$ cat src/rtl/reg_us_pkg.sv
// Shared definitions for the reg_us shift/rotate register: operation codes,
// FSM state encoding and a mode classification helper.
package reg_us_pkg;

    typedef enum logic [2:0] {
        MODE_HOLD  = 3'b000,
        MODE_LOAD  = 3'b001,
        MODE_CLEAR = 3'b010,
        MODE_SHL   = 3'b011,
        MODE_SHR   = 3'b100,
        MODE_SAR   = 3'b101,
        MODE_ROL   = 3'b110,
        MODE_ROR   = 3'b111
    } mode_e;

    typedef enum logic [1:0] {
        ST_IDLE  = 2'd0,
        ST_SHIFT = 2'd1,
        ST_DONE  = 2'd2
    } state_e;

    // Codes 011..111 move bits; only these may start a multi-step operation.
    function automatic logic is_shift_mode(input logic [2:0] m);
        return (m >= MODE_SHL);
    endfunction

endpackage

$ cat src/rtl/reg_us_step.sv
// One-bit shift/rotate step. Non-shift modes pass the value through; the
// carry-out is only meaningful for the shift/rotate codes.
module reg_us_step
    import reg_us_pkg::*;
#(
    parameter int N = 4
) (
    input  logic [N-1:0] r,
    input  logic [2:0]   mode,
    input  logic         sin,
    output logic [N-1:0] r_next,
    output logic         cout
);

    always_comb begin
        // NOTE: every output gets a default first so no path leaves it unassigned (no latch).
        r_next = r;
        cout   = 1'b0;
        case (mode)
            MODE_SHL: begin r_next = {r[N-2:0], sin};      cout = r[N-1]; end
            MODE_SHR: begin r_next = {sin, r[N-1:1]};      cout = r[0];   end
            MODE_SAR: begin r_next = {r[N-1], r[N-1:1]};   cout = r[0];   end
            MODE_ROL: begin r_next = {r[N-2:0], r[N-1]};   cout = r[N-1]; end
            MODE_ROR: begin r_next = {r[0], r[N-1:1]};     cout = r[0];   end
            default:  ;
        endcase
    end

endmodule

$ cat src/rtl/reg_us.sv
// Universal shift register: single-cycle load/clear/shift/rotate, plus a
// counted multi-step shift sequenced by an IDLE/SHIFT/DONE FSM.
module reg_us
    import reg_us_pkg::*;
#(
    parameter int N  = 4,
    parameter int CW = 3
) (
    input  logic          clk,
    input  logic          rst_n,
    input  logic [N-1:0]  data,
    input  logic [2:0]    mode,
    input  logic          en,
    input  logic          start,
    input  logic [CW-1:0] shamt,
    input  logic          sin,
    output logic [N-1:0]  reg_out,
    output logic          carry,
    output logic          busy,
    output logic          done
);

    state_e        state_q, state_d;
    logic [N-1:0]  reg_q, reg_d;
    logic          carry_q, carry_d;
    logic [CW-1:0] cnt_q, cnt_d;
    logic [2:0]    mode_q, mode_d;

    logic [2:0]    step_mode;
    logic [N-1:0]  step_r;
    logic          step_c;

    // One step unit serves both paths: live mode when idle, latched mode while shifting.
    assign step_mode = (state_q == ST_SHIFT) ? mode_q : mode;

    reg_us_step #(.N(N)) u_step (
        .r      (reg_q),
        .mode   (step_mode),
        .sin    (sin),
        .r_next (step_r),
        .cout   (step_c)
    );

    always_comb begin
        state_d = state_q;
        reg_d   = reg_q;
        carry_d = carry_q;
        cnt_d   = cnt_q;
        mode_d  = mode_q;
        case (state_q)
            ST_IDLE: begin
                if (start && is_shift_mode(mode)) begin
                    mode_d  = mode;
                    cnt_d   = shamt;
                    state_d = ST_SHIFT;
                end else if (en) begin
                    case (mode)
                        MODE_HOLD:  ;
                        MODE_LOAD:  reg_d = data;
                        MODE_CLEAR: begin reg_d = '0; carry_d = 1'b0; end
                        default:    begin reg_d = step_r; carry_d = step_c; end
                    endcase
                end
            end
            ST_SHIFT: begin
                // A zero count still spends one SHIFT cycle, then completes without stepping.
                if (cnt_q == '0) begin
                    state_d = ST_DONE;
                end else begin
                    reg_d   = step_r;
                    carry_d = step_c;
                    cnt_d   = cnt_q - CW'(1);
                    if (cnt_q == CW'(1)) state_d = ST_DONE;
                end
            end
            ST_DONE: state_d = ST_IDLE;
            default: state_d = ST_IDLE;
        endcase
    end

    always_ff @(posedge clk or negedge rst_n) begin
        if (!rst_n) begin
            state_q <= ST_IDLE;
            reg_q   <= '0;
            carry_q <= 1'b0;
            cnt_q   <= '0;
            mode_q  <= MODE_HOLD;
        end else begin
            // NOTE: non-blocking assignments so every register samples pre-edge values.
            state_q <= state_d;
            reg_q   <= reg_d;
            carry_q <= carry_d;
            cnt_q   <= cnt_d;
            mode_q  <= mode_d;
        end
    end

    assign reg_out = reg_q;
    assign carry   = carry_q;
    assign busy    = (state_q == ST_SHIFT);
    assign done    = (state_q == ST_DONE);

endmodule

$ cat config.mk
export PLATFORM = sky130hd
export DESIGN_NAME = reg_us
export DESIGN_NICKNAME = d
export VERILOG_FILES = /design/src/rtl/reg_us_pkg.sv /design/src/rtl/reg_us_step.sv /design/src/rtl/reg_us.sv
export SDC_FILE = /design/constraint.sdc
export NUM_CORES = 1
export LEC_CHECK = 0
export BUFFER_PORTS_ARGS = -buffer_cell sky130_fd_sc_hd__buf_2
export CORE_UTILIZATION = 30
export CTS_CLUSTER_DIAMETER = 60
export DETAILED_ROUTE_END_ITERATION = 8
export PLACE_DENSITY_LB_ADDON = 0.08
export SLEW_MARGIN = 20
export SYNTH_ARGS = -nofsm -noshare
export SYNTH_HDL_FRONTEND = slang
export SYNTH_SLANG_ARGS = --single-unit
$ cat constraint.sdc
create_clock -name clk -period 3.3 [get_ports clk]
set_clock_uncertainty 0.2 [all_clocks]
set_input_delay 0 -clock clk [delete_from_list [all_inputs] [get_ports clk]]
set_output_delay 0 -clock clk [all_outputs]
set_load 0.1 [all_outputs]
==> Yosys cells after proc, flatten, opt, wreduce, memory -nomap -nowiden <==
Cells that the tools add are included.
{ "op_classes": {"add_sub_neg": 1, "order_cmp": 1, "eq_ne": 17, "mux": 20, "reduce_logical": 13} }
{ "op_table": {"columns": ["op", "count"], "rows": [
  ["4-bit case mux with 5 select lines", 1],
  ["3-bit == test, second input constant", 4],
  ["4-bit 2-to-1 mux", 3],
  ["2-bit != test, second input constant", 6],
  ["4-bit case mux with 3 select lines", 1],
  ["5-bit AND reduction", 2],
  ["3-bit 2-to-1 mux", 3],
  ["4-bit case mux with 2 select lines", 1],
  ["3-bit by 1-bit == test with 1-bit output, second input constant", 2],
  ["3-bit by 2-bit == test with 1-bit output, second input constant", 2],
  ["3-bit zero test", 2],
  ["2-bit 2-to-1 mux", 3],
  ["1-bit case mux with 2 select lines", 3],
  ["3-bit case mux with 2 select lines", 1],
  ["2-bit case mux with 2 select lines", 1],
  ["2-bit AND reduction", 2],
  ["2-bit OR reduction", 2],
  ["3-bit by 2-bit greater-or-equal comparator with 1-bit output, second input constant", 1],
  ["1-bit 2-to-1 mux", 3],
  ["3-bit by 1-bit != test with 1-bit output, second input constant", 1],
  ["3-bit AND reduction", 1],
  ["3-bit OR reduction", 1],
  ["3-bit by 1-bit subtractor with 3-bit output, second input constant", 1],
  ["2-bit by 1-bit == test with 1-bit output, second input constant", 1],
  ["4 further kinds", 4]
]} }
{ "word_totals": {"reg_bits": 13, "inputBits": 15, "output_inout_bits": 7} }

==> Depth between registers and ports, before layout <==
Gate-level depths: netlist of the first run.
{ "logic_depth": {"depth_word": 9, "depth_mapped": 8} }

==> By module <==
Synthesis of the first run repeated with hierarchy kept, for this count alone.
{ "unflattened": {"hier_cells": 114, "hier_area_um2": 1033.5} }
{ "by_module_without_submodules": {"columns": ["module", "n_inst", "cells_each", "area_each_um2"], "rows": [
  ["reg_us", 1, 81, 782.0],
  ["reg_us_step", 1, 33, 251.5]
]} }

==> Worst setup path after synthesis of the first run <==
OpenSTA, ideal clock, no wires.
{ "synth_timing": {"path_kind": "reg2reg", "start": "reg state_q[1]", "end": "reg reg_q[3] (netlist: reg_out[3])", "setup_ps": 152, "arrival_ps": 1801, "slack_ps": 1147, "path_stages_with_launch": 9, "cell_sequence": "dfrtp_1 > nand2b_1 > buf_6 > inv_4 > buf_4 > o31ai_1 > a22o_1 > a222oi_1 > o221ai_1"} }
{ "synth_via": {"elab_chain_len": 8} }
{ "synth_lines": {"columns": ["item", "line", "rtl"], "rows": [
  ["from (decl)", "reg_us.sv:23", "state_e state_q, state_d;"],
  ["from (signal assigned)", "reg_us.sv:90", "state_q <= state_d;"],
  ["2-bit by 1-bit == test with 1-bit output (*)", null, null],
  ["via busy", "reg_us.sv:19", "output logic busy,"],
  ["3-bit 2-to-1 mux", "reg_us.sv:34", "assign step_mode = (state_q == ST_SHIFT) ? mode_q : mode;"],
  ["3-bit == test or 3-bit by 2-bit == test with 1-bit output (tied branches)", "reg_us_step.sv:19", "case (mode)"],
  ["4-bit case mux with 5 select lines", "reg_us_step.sv:19", null],
  ["4-bit case mux with 3 select lines", "reg_us.sv:57", "case (mode)"],
  ["4-bit 2-to-1 mux", "reg_us.sv:56", "end else if (en) begin"],
  ["4-bit 2-to-1 mux", "reg_us.sv:52", "if (start && is_shift_mode(mode)) begin"],
  ["4-bit case mux with 2 select lines", "reg_us.sv:50", "case (state_q)"],
  ["to (signal assigned)", "reg_us.sv:91", "reg_q <= reg_d;"],
  ["to (decl)", "reg_us.sv:24", "logic [N-1:0] reg_q, reg_d;"]
]} }
Mark *: on every way through the listed nets, which the timed path passes. The rest lies on a longest branch. The select of a mux whose other input is x is not followed.
A chain may end at the register's enable or synchronous reset.

==> Final worst setup path of the first run <==
{ "layout_timing": {"start": "reg state_q[1]", "end": "reg reg_q[1] (netlist: reg_out[1])"} }
{ "layout_via": {"elab_chain_len": 8} }
{ "layout_lines": {"columns": ["item", "line"], "rows": [
  ["2-bit by 1-bit == test with 1-bit output", "reg_us.sv:34, reg_us.sv:50"],
  ["3-bit 2-to-1 mux", "reg_us.sv:34"],
  ["3-bit == test or 3-bit by 2-bit == test with 1-bit output (tied branches)", "reg_us_step.sv:19"],
  ["4-bit case mux with 5 select lines", "reg_us_step.sv:19"],
  ["4-bit case mux with 3 select lines", "reg_us.sv:57"],
  ["4-bit 2-to-1 mux", "reg_us.sv:56"],
  ["4-bit 2-to-1 mux", "reg_us.sv:52"],
  ["4-bit case mux with 2 select lines", "reg_us.sv:50"]
]} }
Parallel ways exist; a longest one is shown, timed or not. The select of a mux whose other input is x is not followed.

==> results of run 1 <==
==> state kept, by name (all words and copies together), names as in the netlist <==
register	flops
reg_out	4
mode_q	3
state_q	2
cnt_q	3
carry	1
==> worst max-delay path, delay by kind of cell, from the launching register on <==
kind	cells	cell delay, ns
multiplexers	1	0.35
buffers and inverters	1	0.23
flip-flops	1	0.50
AO/OA/AOI/OAI	3	0.55
AND/OR/NAND/NOR	1	0.38
==> Yosys cell counts (all sizes together), types with 2 or more instances <==
cell,count
nor2,5
o22ai,2
ha,3
mux2i,4
xor2,3
inv,10
and3,2
buf,5
nand3,8
o21ai,5
a32o,3
o221ai,4
nand2b,3
a21oi,2
a31oi,5
dfrtp,13
nand2,11
mux2,3
==> metrics by stage <==
stage	std cells	cell area, um^2	utilization
2_1_floorplan	109	985	-
3_3_place_gp	168	1110	0.360
3_5_place_dp	168	1110	0.360
4_1_cts	185	1260	0.411
5_1_grt	185	1260	0.411
6_report	185	1260	0.411
==> cells by family after synthesis <==
group           after synthesis
compound gates               29
flops                        13
xor+xnor                      3
fa+ha+maj                     3
buf+inv                      16
mux                           7
simple gates                 38
==> power groups by stage <==
stage / combinational [mW] / clock, mW / sequential [mW]
finish: 0.820 / 0.100 / 0.332
global route: 0.883 / 0.113 / 0.344
CTS: 0.823 / 0.104 / 0.331
detailed placement: 0.806 / 0 / 0.334
global placement: 0.810 / 0 / 0.336
floorplan: 0.553 / 0 / 0.456
==> placed cells by master, fill, tap and decap left out, drive strengths merged <==
cell type / n
a2111oi: 1
a21o: 1
a21oi: 2
a222oi: 1
a22o: 1
a31oi: 5
a32o: 3
a32oi: 1
and3: 2
and3b: 1
and4bb: 1
buf: 21
clkbuf: 4
dfrtp: 13
dlygate4sd3: 13
ha: 3
inv: 10
mux2: 3
mux2i: 4
nand2: 11
nand2b: 3
nand3: 8
nand3b: 1
nor2: 5
nor2b: 1
nor3: 1
nor4: 1
nor4b: 1
o211ai: 1
o21a: 1
o21ai: 5
o221ai: 4
o22ai: 2
o31ai: 1
or4: 1
or4b: 1
xor2: 3
==> cell type report <==
class	count	area, um^2
fillers	340	1810
multi-input cells	80	582
flip-flops and latches	13	325
repair buffers	34	235
well taps	44	55.1
inverters	10	40.0
clock buffers	4	26.3
==> timing repair <==
action | CTS | global route
hold buffers | 13 | 0
setup endpoints to repair | 0 | 0
endpoints found under the hold margin | 23 | 0
==> worst max path at each step <==
stage                                         to                   start  cells past startpoint
after global routing      reg_out[1]$_DFFE_PN0P_  state_q[1]$_DFFE_PN0P_                      6
after CTS                 reg_out[1]$_DFFE_PN0P_  state_q[1]$_DFFE_PN0P_                      6
final                     reg_out[1]$_DFFE_PN0P_  state_q[1]$_DFFE_PN0P_                      6
after global placement    reg_out[1]$_DFFE_PN0P_  state_q[1]$_DFFE_PN0P_                      6
after floorplan           reg_out[3]$_DFFE_PN0P_  state_q[1]$_DFFE_PN0P_                      8
after detailed placement  reg_out[1]$_DFFE_PN0P_  state_q[1]$_DFFE_PN0P_                      6
==> layer usage <==
metal,vias up,wire (um),track usage
met5,-,0,0
met4,0,50,0.0816
met3,5,52,0.0197
met2,17,1120,0.234
met1,443,1250,0.206
li1,471,-,-
==> flow_summary.json, run 1 <==
{
  "status": "finished, final reports clean",
  "seq_area_frac_synth": 0.330,
  "routedWlPerCell_um": 13.4,
  "fmax_mhz": 425,
  "worstRegToRegCells": 6,
  "die-area_mm2": 0.00352,
  "synth_edf_count": 0,
  "grt_use_total": 0.152,
  "setup_slack_ns": 0.946,
  "cp_cell_sequence": "nand2b_1, inv_4, mux2_4, a32o_1, a31oi_1, o221ai_1",
  "via_per_inst": 5.06,
  "start_kind": "register",
  "place_ws_ns": 0.974,
  "synth_compound_area_frac": 0.220,
  "tns_ns": 0,
  "cts_buffer_depth": 2,
  "powerDensity_mw_per_mm2": 991,
  "tightest_slew_ns": 0.636,
  "worst_ep_arrival_time_ns": 2.30,
  "yosysWarnings": 0,
  "synth_fp_nets": 127,
  "synth_mux_area_frac": 0.0788,
  "total_power_mw": 1.25,
  "slowest_delay_ns": 0.50,
  "htreeDepth": 1,
  "critPathKind": "reg -> reg",
  "slowest_stage": "dfrtp_1",
  "synth.cell_area_um2": 985,
  "die_y_um": 59.3,
  "rows": 20,
  "core_area_mm2": 0.00308,
  "start_util": 0.320,
  "min_to": "state_q[0]$_DFFE_PN0P_",
  "synth_cell_types": 41,
  "hold_depth": 3,
  "maxCapViolations": 0,
  "seqPwrFrac": 0.265,
  "dp_hpwl_mm": 1.78,
  "ys_ff_latch": 13,
  "yosysTopAreaCellShare": 0.330,
  "whs_ns": 0.0318,
  "slew_headroom": 0.574,
  "hold_start": "start",
  "grt_max_degree": 14,
  "synth_xor_xnor_area_share": 0.0267,
  "p_leak_nw": 0.579,
  "synth_top_family_by_area": "simple AND/OR/NAND/NOR gates",
  "finalCritPeriodShare": 0.713,
  "synth_simple_gate_area_frac": 0.227,
  "cp_max_fo": 12,
  "hold_viol_final": 0,
  "cts_buffers": 3,
  "path_clk_slew_ns": 0.08,
  "synth_top_cells_by_area": "dfrtp_1, nand2_1, mux2i_1, nand3_1, ha_1",
  "hold_class": "in -> reg",
  "gp_congestion": 0.784,
  "n_antenna_cell": 0,
  "avgSynthCellArea_um2": 9.03,
  "worstPathRequired_ns": 3.25,
  "async_flop_share": 1.00,
  "grt_pass1_vias": 882,
  "synthFlopType": "dfrtp_1",
  "cts_resized": 0,
  "fin_nets": 160,
  "setup_violations": 0,
  "cts_tree": "built",
  "antenna_found_initial": 0,
  "portBuffers": 21,
  "min_period_ns": 2.35,
  "grt_pass1_wl_mm": 3.96,
  "io_pins": 22,
  "yosys.area_share.adder": 0.0381,
  "grt_overflow_total": 0,
  "reg2reg_from": "state_q[1]$_DFFE_PN0P_",
  "yosys.area.top_type": "dfrtp_1",
  "ff2ff_setup_slack_ns": 0.95,
  "postRouteAntennaNets": 0,
  "critPathCaptureType": "register",
  "drive_above_1_share": 0.234,
  "die_w_um": 59.3,
  "cts_setup_buffers": 0,
  "vias": 936,
  "power_frac_clock": 0.080,
  "drc": 0,
  "ir_drop_mv": 0.373,
  "p_int_mw": 0.554,
  "netlist_instances": 109,
  "rsz0062_at_grt": "false",
  "drt_iter0_drc": 72,
  "clkLatencyLatePin_ns": 0.28,
  "swShare": 0.557,
  "combPwrFrac": 0.655,
  "switchingPower_mw": 0.698,
  "slew_viol_final": 0,
  "areaGrowthSynthToFinish_pct": 28.3,
  "cts.sinks": 13,
  "wirelength_mm": 2.48,
  "r2r-end": "reg_out[1]$_DFFE_PN0P_",
  "dr.pass1.iters": 5,
  "root_buffer": "clkbuf_4"
}
Power figures use the tool's default switching activity.
==> run 2, diff against run 1 <==
==> constraint.sdc (replaced) <==
create_clock -name clk -period 2.1 [get_ports clk]
set_clock_uncertainty 0.2 [all_clocks]
set_input_delay 0 -clock clk [delete_from_list [all_inputs] [get_ports clk]]
set_output_delay 0 -clock clk [all_outputs]
set_load 0.1 [all_outputs]
==> flow_summary.json, run 2 (synthesized netlist as in run 1, its figures left out) <==
{
  "status": "finished, final reports clean",
  "worstPathRequired_ns": 2.12,
  "hold_class": "in -> reg",
  "die_y_um": 59.3,
  "die-area_mm2": 0.00352,
  "grt_pass1_vias": 860,
  "n_antenna_cell": 0,
  "worst_ep_arrival_time_ns": 2.00,
  "fin_nets": 167,
  "hold_start": "sin",
  "switchingPower_mw": 1.12,
  "critPathKind": "reg -> reg",
  "cts_buffers": 3,
  "die_w_um": 59.3,
  "p_int_mw": 0.966,
  "worstSetupEndpoint": "mode_q[1]$_DFFE_PN0P_",
  "slowest_stage": "dlygate4sd3_1",
  "grt_use_total": 0.160,
  "combPwrFrac": 0.687,
  "vias": 954,
  "cp.depth": 6,
  "r2r-end": "mode_q[1]$_DFFE_PN0P_",
  "path_clk_slew_ns": 0.09,
  "wirelength_mm": 2.46,
  "hold_viol_final": 0,
  "grt_overflow_total": 0,
  "slowest_delay_ns": 0.56,
  "io_pins": 22,
  "dr.pass1.iters": 4,
  "via_per_inst": 4.97,
  "setup_slack_ns": 0.118,
  "portBuffers": 21,
  "drive_above_1_share": 0.291,
  "place_ws_ns": 0.0445,
  "drc": 0,
  "cpMostUsedCell": "nand2_1",
  "crit_start": "state_q[1]$_DFFE_PN0P_",
  "tightest_slew_ns": 0.649,
  "postRouteAntennaNets": 0,
  "clkLatencyLatePin_ns": 0.27,
  "final_util": 0.431,
  "layout_common_cells": "buf_2, dlygate4sd3_1, dfrtp_1, nand2_1, inv_1",
  "routedWlPerCell_um": 12.8,
  "fillers": 326,
  "power_frac_clock": 0.077,
  "mostFrequentLayoutCell": "buf_2",
  "total_power_mw": 2.08,
  "dp_hpwl_mm": 1.82,
  "rsz0062_at_grt": "true",
  "use_met2": 0.238,
  "slew_headroom": 0.566,
  "swShare": 0.536,
  "rows": 20,
  "slew_viol_final": 0,
  "grt_max_degree": 14,
  "core_area_mm2": 0.00308,
  "gp_congestion": 0.764,
  "worstRegToRegCells": 6,
  "grtUsageMet1": 0.224,
  "finalCritPeriodShare": 0.944,
  "min_period_ns": 1.98,
  "largest_register_ffs": 4,
  "detailed_place.area_mm2": 0.00116,
  "reg2reg_from": "state_q[1]$_DFFE_PN0P_",
  "root_buffer": "clkbuf_4",
  "setup_violations": 0,
  "powerDensity_mw_per_mm2": 1570,
  "critical_path_buf_inv_count": 2,
  "critPathCaptureType": "register",
  "areaGrowthSynthToFinish_pct": 34.8,
  "cp_max_fo": 5,
  "htreeDepth": 1,
  "cts_setup_buffers": 0,
  "use_met3": 0.0197,
  "ff2ff_setup_slack_ns": 0.12,
  "p_leak_nw": 0.615,
  "critPathTopFamily": "buffers and inverters",
  "antenna_found_initial": 0,
  "cts.sinks": 13,
  "final_area_mm2": 0.00133,
  "start_kind": "register",
  "fmax_mhz": 505,
  "cts_tree": "built",
  "maxCapViolations": 0,
  "grt_pass1_wl_mm": 4.16,
  "cts_buffer_depth": 2,
  "grt_busiest_layer": "met2",
  "start_util": 0.320,
  "drt_iter0_drc": 44,
  "ir_drop_mv": 0.695,
  "seqPwrFrac": 0.236,
  "cp_cell_sequence": "buf_4, nor2_1, and3_2, nand2_1, dlygate4sd3_1, nand2_1"
}
## run 2: changes by cell type in the layout (fill, tap and decap cells not counted), sizes merged
| cell | change |
|---|---|
| buf | +7 |
## run 2: what timing repair did
action / 4_1_cts / 5_1_grt
resized for setup: 0 / 5
hold buffers: 13 / 0
hold endpoints to repair: 23 / 0
endpoints found under the setup margin: 0 / 6
## run 2: stage by stage
stage                     std cells  hold WS (ns)  TNS, ns
after CTS                       192      0.000798        0
final                           192        0.0106        0
after global routing            192        0.0636  -0.0114
after floorplan                 109        -0.496        0
after global placement          175        -0.281        0
after detailed placement        175        -0.282        0
## run 2: power by group through the flow
stage	Sequential, mW	Clock, mW	Combinational, mW
floorplan	0.716	0	0.880
global placement	0.489	0	1.39
detailed placement	0.490	0	1.39
CTS	0.483	0.167	1.42
global route	0.513	0.184	1.56
finish	0.491	0.160	1.43
## run 2: layout make-up
type / count / area (um^2) / share of cell area
repair buffers: 41 / 288 / 0.217
flip-flops and latches: 13 / 327 / 0.246
well taps: 44 / 55.1 / 0.0415
clock buffers: 4 / 26.3 / 0.0198
inverters: 10 / 40.0 / 0.0302
multi-input cells: 80 / 592 / 0.446
## run 2: routing by layer
layer / part of all wire / vias to the layer above
met5: 0 / -
met4: 0.017 / 0
met3: 0.024 / 4
met2: 0.47 / 17
met1: 0.49 / 446
li1: - / 487
## run 2: worst min-delay path by stage
stage                             endpoint  slack [ns]  depth (start not counted)
finish              reg_out[3]$_DFFE_PN0P_        0.01                          4
global route        reg_out[3]$_DFFE_PN0P_        0.06                          4
CTS                 reg_out[3]$_DFFE_PN0P_      0.0008                          4
detailed placement  reg_out[2]$_DFFE_PN0P_       -0.28                          1
global placement    reg_out[2]$_DFFE_PN0P_       -0.28                          1
floorplan                carry$_DFFE_PN0P_       -0.50                          0
## run 2: worst reg2reg max path, delay by kind of cell (launching register included)
kind	cells	cell delay, ns
buffers and inverters	2	0.73
flip-flops	1	0.42
AND/OR/NAND/NOR	4	0.58
==> run 3, diff against run 2 <==
==> constraint.sdc (replaced) <==
create_clock -name clk -period 2.1 [get_ports clk]
set_clock_uncertainty 0.2 [all_clocks]
set_input_delay 0.105 -clock clk [delete_from_list [all_inputs] [get_ports clk]]
set_output_delay 0.105 -clock clk [all_outputs]
set_load 0.1 [all_outputs]
==> flow_summary.json, run 3 (synthesized netlist as in run 1, its figures left out) <==
{
  "min_period_ns": 2.04,
  "vias": 962,
  "ir_drop_mv": 0.592,
  "cts_buffers": 3,
  "start_util": 0.320,
  "postRouteAntennaNets": 0,
  "cts.sinks": 13,
  "mostFrequentLayoutCell": "buf_2",
  "drc": 0,
  "cp_max_fo": 8,
  "path_clk_slew_ns": 0.08,
  "grt_use_total": 0.163,
  "grt_overflow_total": 0,
  "critPathTopFamily": "simple AND/OR/NAND/NOR gates",
  "core_area_mm2": 0.00308,
  "die_y_um": 59.3,
  "slew_headroom": 0.682,
  "start_kind": "input port",
  "via_per_inst": 5.06,
  "slowest_delay_ns": 0.56,
  "cp_cell_sequence": "dlygate4sd3_1, buf_2, a21o_1, and3_2, or4_4, o221ai_1",
  "finalCritPeriodShare": 0.970,
  "detailed_place.area_mm2": 0.00116,
  "cts_setup_buffers": 0,
  "fmax_mhz": 491,
  "total_power_mw": 2.10,
  "tightest_slew_ns": 0.472,
  "htreeDepth": 1,
  "io_pins": 22,
  "critPathCaptureType": "register",
  "slowest_stage": "or4_4",
  "p_leak_nw": 0.616,
  "maxCapViolations": 0,
  "final_util": 0.430,
  "n_antenna_cell": 0,
  "worst_ep_arrival_time_ns": 2.03,
  "layout_common_cells": "buf_2, dfrtp_1, nand2_1, dlygate4sd3_1, inv_1",
  "grt_pass1_vias": 916,
  "die-area_mm2": 0.00352,
  "worstPathRequired_ns": 2.09,
  "antenna_found_initial": 0,
  "cts_buffer_depth": 2,
  "drive_above_1_share": 0.322,
  "gp_congestion": 0.766,
  "status": "finished, final reports clean",
  "critPathKind": "in -> reg",
  "fillers": 323,
  "final_area_mm2": 0.00132,
  "whs_ns": 0.0547,
  "hold_class": "in -> async",
  "fin_nets": 165,
  "clkLatencyLatePin_ns": 0.27,
  "cts_tree": "built",
  "hold_viol_final": 0,
  "portBuffers": 21,
  "slew_viol_final": 0,
  "drt_iter0_drc": 56,
  "placed_cells": 175,
  "root_buffer": "clkbuf_4",
  "grt_max_degree": 14,
  "rows": 20,
  "setup_violations": 0,
  "dp_hpwl_mm": 1.90,
  "die_w_um": 59.3,
  "stdcell_count": 190,
  "grt_pass1_wl_mm": 4.20,
  "powerDensity_mw_per_mm2": 1590,
  "largest_register_ffs": 4,
  "areaGrowthSynthToFinish_pct": 34.3,
  "dr.pass1.iters": 4,
  "wirelength_mm": 2.57,
  "critical_path_buf_inv_count": 2,
  "routedWlPerCell_um": 13.5
}
## run 3: cell count changes in the layout (fill, tap and decap cells not counted)
cell           before  now
dlygate4sd3_1      13   11
o21ai_0             5    4
o21ai_1             0    1
a32o_1              3    2
a2111oi_2           0    1
a2111oi_1           1    0
a31oi_2             0    1
a31oi_1             5    4
nor2b_1             1    0
a32o_2              0    1
nor2b_2             0    1
## run 3: layout make-up
type	count	area [um^2]	area share
inverter	10	40.0	0.0303
sequential	13	327	0.247
timing repair buffer	39	268	0.202
multi-input combinational	80	607	0.459
tap	44	55.1	0.0416
clock buffer	4	26.3	0.0199
## run 3: where the power goes
part           internal [mW]  switching (mW)
Clock                 0.0736          0.0840
Combinational          0.536           0.907
Sequential             0.365           0.135
Total                  0.974            1.13
## run 3: worst reg2reg max path: stages, from the launching register on
cell and delay, ns:
dfrtp_1 0.42, nand2b_4 0.17, buf_4 0.17, a32o_2 0.30, a222oi_1 0.39, o221ai_1 0.19
## run 3: per-stage QoR
stage	TNS [ns]	worst slack (ns)
floorplan	0	0.0291
global placement	0	0.0881
detailed placement	0	0.0752
CTS	0	0.0434
global route	-0.00284	-0.00284
finish	0	0.0633
## run 3: timing repair
action / in CTS / in global routing
hold buffers: 11 / 0
resized for setup: 0 / 8
hold endpoints to repair: 23 / 0
setup endpoints to repair: 0 / 3
## run 3: per-layer routing
metal / vias to the layer above / wire length [um] / track usage
met5: - / 0 / 0
met4: 0 / 21 / 0.0714
met3: 2 / 79 / 0.0197
met2: 17 / 1190 / 0.250
met1: 462 / 1270 / 0.228
li1: 481 / - / -
## run 3: worst paths after layout
path,startpoint,endpoint,slack (ns),cells after the start
setup / recovery,mode[1],reg_out[3]$_DFFE_PN0P_,0.06,6
max in group asynchronous,rst_n,mode_q[0]$_DFFE_PN0P_,1.38,2
hold / removal,rst_n,reg_out[2]$_DFFE_PN0P_,0.05,2
setup reg to reg,state_q[1]$_DFFE_PN0P_,reg_out[3]$_DFFE_PN0P_,0.13,5
min in group clk,start,mode_q[1]$_DFFE_PN0P_,0.10,4
hold reg to reg,carry$_DFFE_PN0P_,carry$_DFFE_PN0P_,0.30,1
